===== src/rtl/wb_cmd_formatter.sv =====
// ============================================================================
// Module  : wb_cmd_formatter
// Purpose : Turns triggered 32-bit host command words into single classic
//           Wishbone read/write cycles; returns read data as a strobe.
// Revision: 1.0  initial release
// ============================================================================
`default_nettype none

module wb_cmd_formatter #(
  parameter int ADDR_W  = 7,
  parameter int DATA_W  = 16,
  parameter int TIMEOUT = 255
) (
  input  logic              clk,
  input  logic              rst,
  input  logic [31:0]       ep_dataout,
  input  logic              trigger,
  output logic [ADDR_W-1:0] wb_adr_o,
  output logic [31:0]       wb_dat_o,
  input  logic [31:0]       wb_dat_i,
  output logic              wb_we_o,
  output logic [3:0]        wb_sel_o,
  output logic              wb_cyc_o,
  output logic              wb_stb_o,
  input  logic              wb_ack_i,
  output logic              rd_valid,
  output logic [31:0]       rd_data,
  output logic              done,
  output logic              busy,
  output logic              overflow,
  output logic              timeout_err
);

  localparam int CMD_W = 1 + ADDR_W + DATA_W;
  localparam int CNT_W = (TIMEOUT > 0) ? $clog2(TIMEOUT + 1) : 1;
  localparam logic [CNT_W-1:0] CNT_LAST = (TIMEOUT > 0) ? CNT_W'(TIMEOUT - 1) : '0;

  typedef enum logic [1:0] {
    IDLE  = 2'd0,
    CYCLE = 2'd1,
    DONE  = 2'd2
  } state_t;

  state_t             state;
  logic [CMD_W-1:0]   cmd;
  logic [CMD_W-1:0]   pend_cmd;
  logic               pend_valid;
  logic [CNT_W-1:0]   cnt;

  logic [CMD_W-1:0]   in_cmd;
  logic               ack_hit;
  logic               to_hit;
  logic               unused_ep;

  // Only we/adr/data fields are kept; the rest of the word is ignored.
  assign in_cmd    = {ep_dataout[31], ep_dataout[24 +: ADDR_W], ep_dataout[DATA_W-1:0]};
  assign unused_ep = ^ep_dataout;

  assign ack_hit = wb_stb_o & wb_ack_i;
  assign to_hit  = (TIMEOUT != 0) && (cnt == CNT_LAST);

  assign wb_we_o  = cmd[CMD_W-1];
  assign wb_adr_o = cmd[DATA_W +: ADDR_W];
  assign wb_dat_o = 32'(cmd[DATA_W-1:0]);
  assign wb_sel_o = wb_stb_o ? 4'hF : 4'h0;
  assign busy     = (state != IDLE) || pend_valid;

  always_ff @(posedge clk) begin
    if (rst) begin
      state       <= IDLE;
      cmd         <= '0;
      pend_cmd    <= '0;
      pend_valid  <= 1'b0;
      cnt         <= '0;
      wb_cyc_o    <= 1'b0;
      wb_stb_o    <= 1'b0;
      rd_valid    <= 1'b0;
      rd_data     <= '0;
      done        <= 1'b0;
      overflow    <= 1'b0;
      timeout_err <= 1'b0;
    end else begin
      done     <= 1'b0;
      rd_valid <= 1'b0;
      case (state)
        IDLE: begin
          if (trigger) begin
            cmd      <= in_cmd;
            cnt      <= '0;
            wb_cyc_o <= 1'b1;
            wb_stb_o <= 1'b1;
            state    <= CYCLE;
          end
        end

        CYCLE: begin
          if (trigger) begin
            if (!pend_valid) begin
              pend_cmd   <= in_cmd;
              pend_valid <= 1'b1;
            end else begin
              overflow <= 1'b1;
            end
          end
          // Ack takes priority over a timeout landing on the same edge.
          if (ack_hit) begin
            wb_cyc_o <= 1'b0;
            wb_stb_o <= 1'b0;
            done     <= 1'b1;
            if (!wb_we_o) begin
              rd_valid <= 1'b1;
              rd_data  <= wb_dat_i;
            end
            state <= DONE;
          end else if (to_hit) begin
            wb_cyc_o    <= 1'b0;
            wb_stb_o    <= 1'b0;
            done        <= 1'b1;
            timeout_err <= 1'b1;
            state       <= DONE;
          end else if (cnt != '1) begin
            cnt <= cnt + 1'b1;
          end
        end

        DONE: begin
          if (pend_valid) begin
            cmd        <= pend_cmd;
            pend_valid <= 1'b0;
            cnt        <= '0;
            wb_cyc_o   <= 1'b1;
            wb_stb_o   <= 1'b1;
            state      <= CYCLE;
            if (trigger) overflow <= 1'b1;
          end else if (trigger) begin
            // Direct hand-off: no extra bubble beyond this DONE cycle.
            cmd      <= in_cmd;
            cnt      <= '0;
            wb_cyc_o <= 1'b1;
            wb_stb_o <= 1'b1;
            state    <= CYCLE;
          end else begin
            state <= IDLE;
          end
        end

        default: state <= IDLE;
      endcase
    end
  end

endmodule

`default_nettype wire


===== config.mk =====
export PLATFORM = sky130hd
export DESIGN_NAME = wb_cmd_formatter
export DESIGN_NICKNAME = d
export VERILOG_FILES = /design/src/rtl/wb_cmd_formatter.sv
export SDC_FILE = /design/constraint.sdc
export NUM_CORES = 1
export LEC_CHECK = 0
export ABC_CLOCK_PERIOD_IN_PS = 4700
export CAP_MARGIN = 20
export CORE_MARGIN = 2
export CORE_UTILIZATION = 45
export CTS_CLUSTER_SIZE = 25
export DETAILED_ROUTE_END_ITERATION = 8
export GPL_TIMING_DRIVEN = 1
export PLACE_DENSITY = 0.82
export REMOVE_ABC_BUFFERS = 1
export SLEW_MARGIN = 20
export SYNTH_ARGS = -nofsm -noshare
export SYNTH_HDL_FRONTEND = slang
export SYNTH_SLANG_ARGS = --single-unit

===== constraint.sdc =====
create_clock -name clk -period 4.7 [get_ports clk]
set_input_delay 0.47 -clock clk [delete_from_list [all_inputs] [get_ports clk]]
set_output_delay 0.47 -clock clk [all_outputs]
set_load 0.01 [all_outputs]

==> results.yml <==
status:
  run_status: "complete, no violations"
logic_synthesis:
  yosys.area.top_type: "dfxtp_1"
  synth-async-reset-ratio_pct: 0
  synth.avg_cell_area_um2: 8.02
  netlist_area_um2: 4190
  yosysSeqAreaShare_pct: 46.4
  yosysUniqueCellTypes: 45
  yosys_warnings: 0
  ys_ff_latch: 97
  dominantRegCellSynth: "dfxtp_1"
  synth_common_cells: "nand2_1 (116), dfxtp_1 (97), a21oi_1 (67)"
  synth-edff-count: 0
  synthTopCellsByArea: "dfxtp_1 (46%), nand2_1 (10%), a21oi_1 (8.0%), a211oi_1 (5.2%), nand3b_1 (4.7%)"
  netlist_instances: 522
  yosysMostFrequentCell: "nand2_1"
  yosysTopAreaCellShare_pct: 46.4
timing:
  finalSetupTns_ns: 0
  worst_clock_skew_ns: 0.0137
  finalMaxSlewViolations: 0
  maxSlewHeadroom_pct: 31.2
  setup_viol: 0
  fmax_mhz: 450
  tightest_slew_ns: 1.03
  fin_crit_sh_pct: 47.3
  layout_min_cycle_time_ns: 2.22
  finalHoldViolCount: 0
  rsz0062_at_grt: "no"
die:
  num_rows: 35
  die_w_um: 100
  core-area_um2: 9150
  initial_utilization_pct: 45.7
  boundaryPins: 151
  fp.dieArea_um2: 10100
  die_y_um: 100
pwr:
  irDropWorstVdd_mv: 0.237
  cellLeakagePower_uw: 0.00193
  swShare_pct: 27.7
  power.switching_uw: 502
  p_int_uw: 1310
  combPwrFrac_pct: 19.6
  clockPowerShare_pct: 30.6
  p_total_uw: 1820
  powerDensity_nw_per_um2: 325
  p_seq_share_pct: 49.8
global_routing:
  grt_most_used_layer: "met2"
  grt_util_met1_pct: 23.3
  grt_max_degree: 62
  met2_usage_pct: 36.3
  grtUsageMet3_pct: 5.55
  grt_first_pass_wirelength_um: 16700
  antenna_found_initial: 0
  track_usage_pct: 20.2
  grt.overflow.total: 0
  grt_pass1_vias: 3658
finish:
  fin_nets: 694
  areaGrowthSynthToFinish_pct: 33.6
  seq_area_um2: 1940
  multi_input_area_um2: 1990
  final_layout_size_suffix_gt1_share_pct: 5.44
  diodes: 0
  fillCellCount: 824
detailed_routing:
  firstDrtPassIters: 4
  post_drt_via_cell_ratio: 5.27
  drcViolationCount: 0
  drtIter0Drc: 127
  routedWlPerCell_um: 14.0
  drt_wl_total_um: 10300
  drt.antenna.violating_nets: 0
  num_vias: 3876
placement:
  routabilityCongestion: 0.915
  io_buffer_count: 126
  hpwl_um: 6880
clocking:
  cts_tree: "done"
  htree_levels: 3
  hold_buffers: 0
  root_buffer: "clkbuf_8"
  post_cts_buffers: 0
  cts_buffer_depth: 2
  worstSkewPairLatency_ns: 0.35
  cts.repair.resized: 0
  path_clk_slew_ns: 0.09
  cts_made_buffers: 9
  cts_sinks: 97
hold_path:
  hold_path_depth: 2
  hp-class: "flop to flop"
  min_to: "pend_cmd[23]$_SDFFE_PP0P_"
  worstHoldStart: "pend_cmd[23]$_SDFFE_PP0P_"
critical_path:
  r2r-end: "cnt[7]$_SDFFE_PP0P_"
  r2r-start: "state[1]$_SDFFE_PP0P_"
  crit_type: "primary input to flop"
  worstPathMaxFanout: 34
  worst_setup_path_start_kind: "primary input"
  ff2ff_path_depth: 6
  cp-end-kind: "flop"
  critPathRequiredTime_ns: 4.91
  crit_arrival_ns: 2.43
  rrSetupSlack_ns: 2.49
run:
  maxCapViolations: 0
==> sequential cells by signal, summed over array words and instances, names as in the netlist <==
signal	flops
rd_valid	1
cmd	24
timeout_err	1
rd_data	32
done	1
pend_valid	1
overflow	1
state	2
wb_cyc_o	1
pend_cmd	24
wb_stb_o	1
cnt	8
==> metrics by stage <==
step                worst slack, ns  utilization (%)  instance area [um^2]  hold slack (ns)  std cells
floorplan                      1.98                -                  3940            0.427        479
global placement               1.94             58.7                  5380            0.435        720
detailed placement             2.08             58.9                  5390            0.445        720
CTS                            2.46             61.1                  5590            0.457        736
global route                   2.29             61.1                  5590            0.478        736
finish                         2.48             61.1                  5590            0.452        736
==> layout make-up <==
| type | count | area share, % |
|---|---|---|
| Multi-Input combinational cell | 375 | 35.7 |
| Sequential cell | 97 | 34.7 |
| Timing Repair Buffer | 130 | 23.0 |
| Clock buffer | 11 | 2.53 |
| Tap cell | 111 | 2.48 |
| Clock inverter | 5 | 1.14 |
| Inverter | 7 | 0.470 |
==> how the worst max path moves through the flow <==
| stage | from | to | slack (ns) |
|---|---|---|---|
| 6_report | trigger | pend_cmd[7]$_SDFFE_PP0P_ | 2.48 |
| 5_1_grt | state[1]$_SDFFE_PP0P_ | pend_cmd[5]$_SDFFE_PP0P_ | 2.29 |
| 4_1_cts | trigger | pend_cmd[7]$_SDFFE_PP0P_ | 2.46 |
| 3_5_place_dp | trigger | pend_cmd[7]$_SDFFE_PP0P_ | 2.08 |
| 3_3_place_gp | trigger | cmd[15]$_SDFFE_PP0P_ | 1.94 |
| 2_1_floorplan | state[0]$_SDFFE_PP0P_ | cmd[0]$_SDFFE_PP0P_ | 1.98 |
==> cells by family (layout without fill, tap and decap cells) <==
kind of cell               count (synthesis)  after routing  synth area share (%)
AOI/OAI and AO/OA                        143            143                  20.4
adders and majority gates                  6              6                  1.79
buffers and inverters                     65            153                  7.77
DFF                                       97             97                  46.4
other                                      1             16                0.0896
and+or+nand+nor                          210            210                  23.6
==> critical path, cell delays in order <==
cell             delay [ns]
clkdlybuf4s50_1        0.45
buf_4                  0.32
nand3b_1               0.79
nand2_1                0.28
a21oi_1                0.10
==> routing by layer <==
layer	share of wire [%]	vias to the layer above
met3	6.5	15
met2	50	126
met5	0	-
met4	1.9	0
met1	42	1794
li1	-	1941
==> layout by cell type (no fill, tap or decap), types with 5 or more instances in the layout <==
| cell type | instances |
|---|---|
| clkdlybuf4s50_1 | 125 |
| ha_1 | 6 |
| conb_1 | 16 |
| a31oi_1 | 5 |
| dfxtp_1 | 97 |
| inv_1 | 7 |
| nor2_1 | 34 |
| nand2_1 | 116 |
| a211oi_1 | 29 |
| nand3b_1 | 26 |
| nand2b_1 | 5 |
| nand3_1 | 5 |
| o21ai_0 | 27 |
| a21oi_1 | 66 |
| clkbuf_8 | 10 |
==> power groups by stage <==
stage / logic (uW) / clock network, uW / registers (uW)
floorplan: 143 / 0 / 937
global placement: 350 / 0 / 920
detailed placement: 358 / 0 / 923
CTS: 359 / 570 / 904
global route: 390 / 611 / 911
finish: 356 / 555 / 904
No activity file was read; power rests on OpenSTA's default activity.
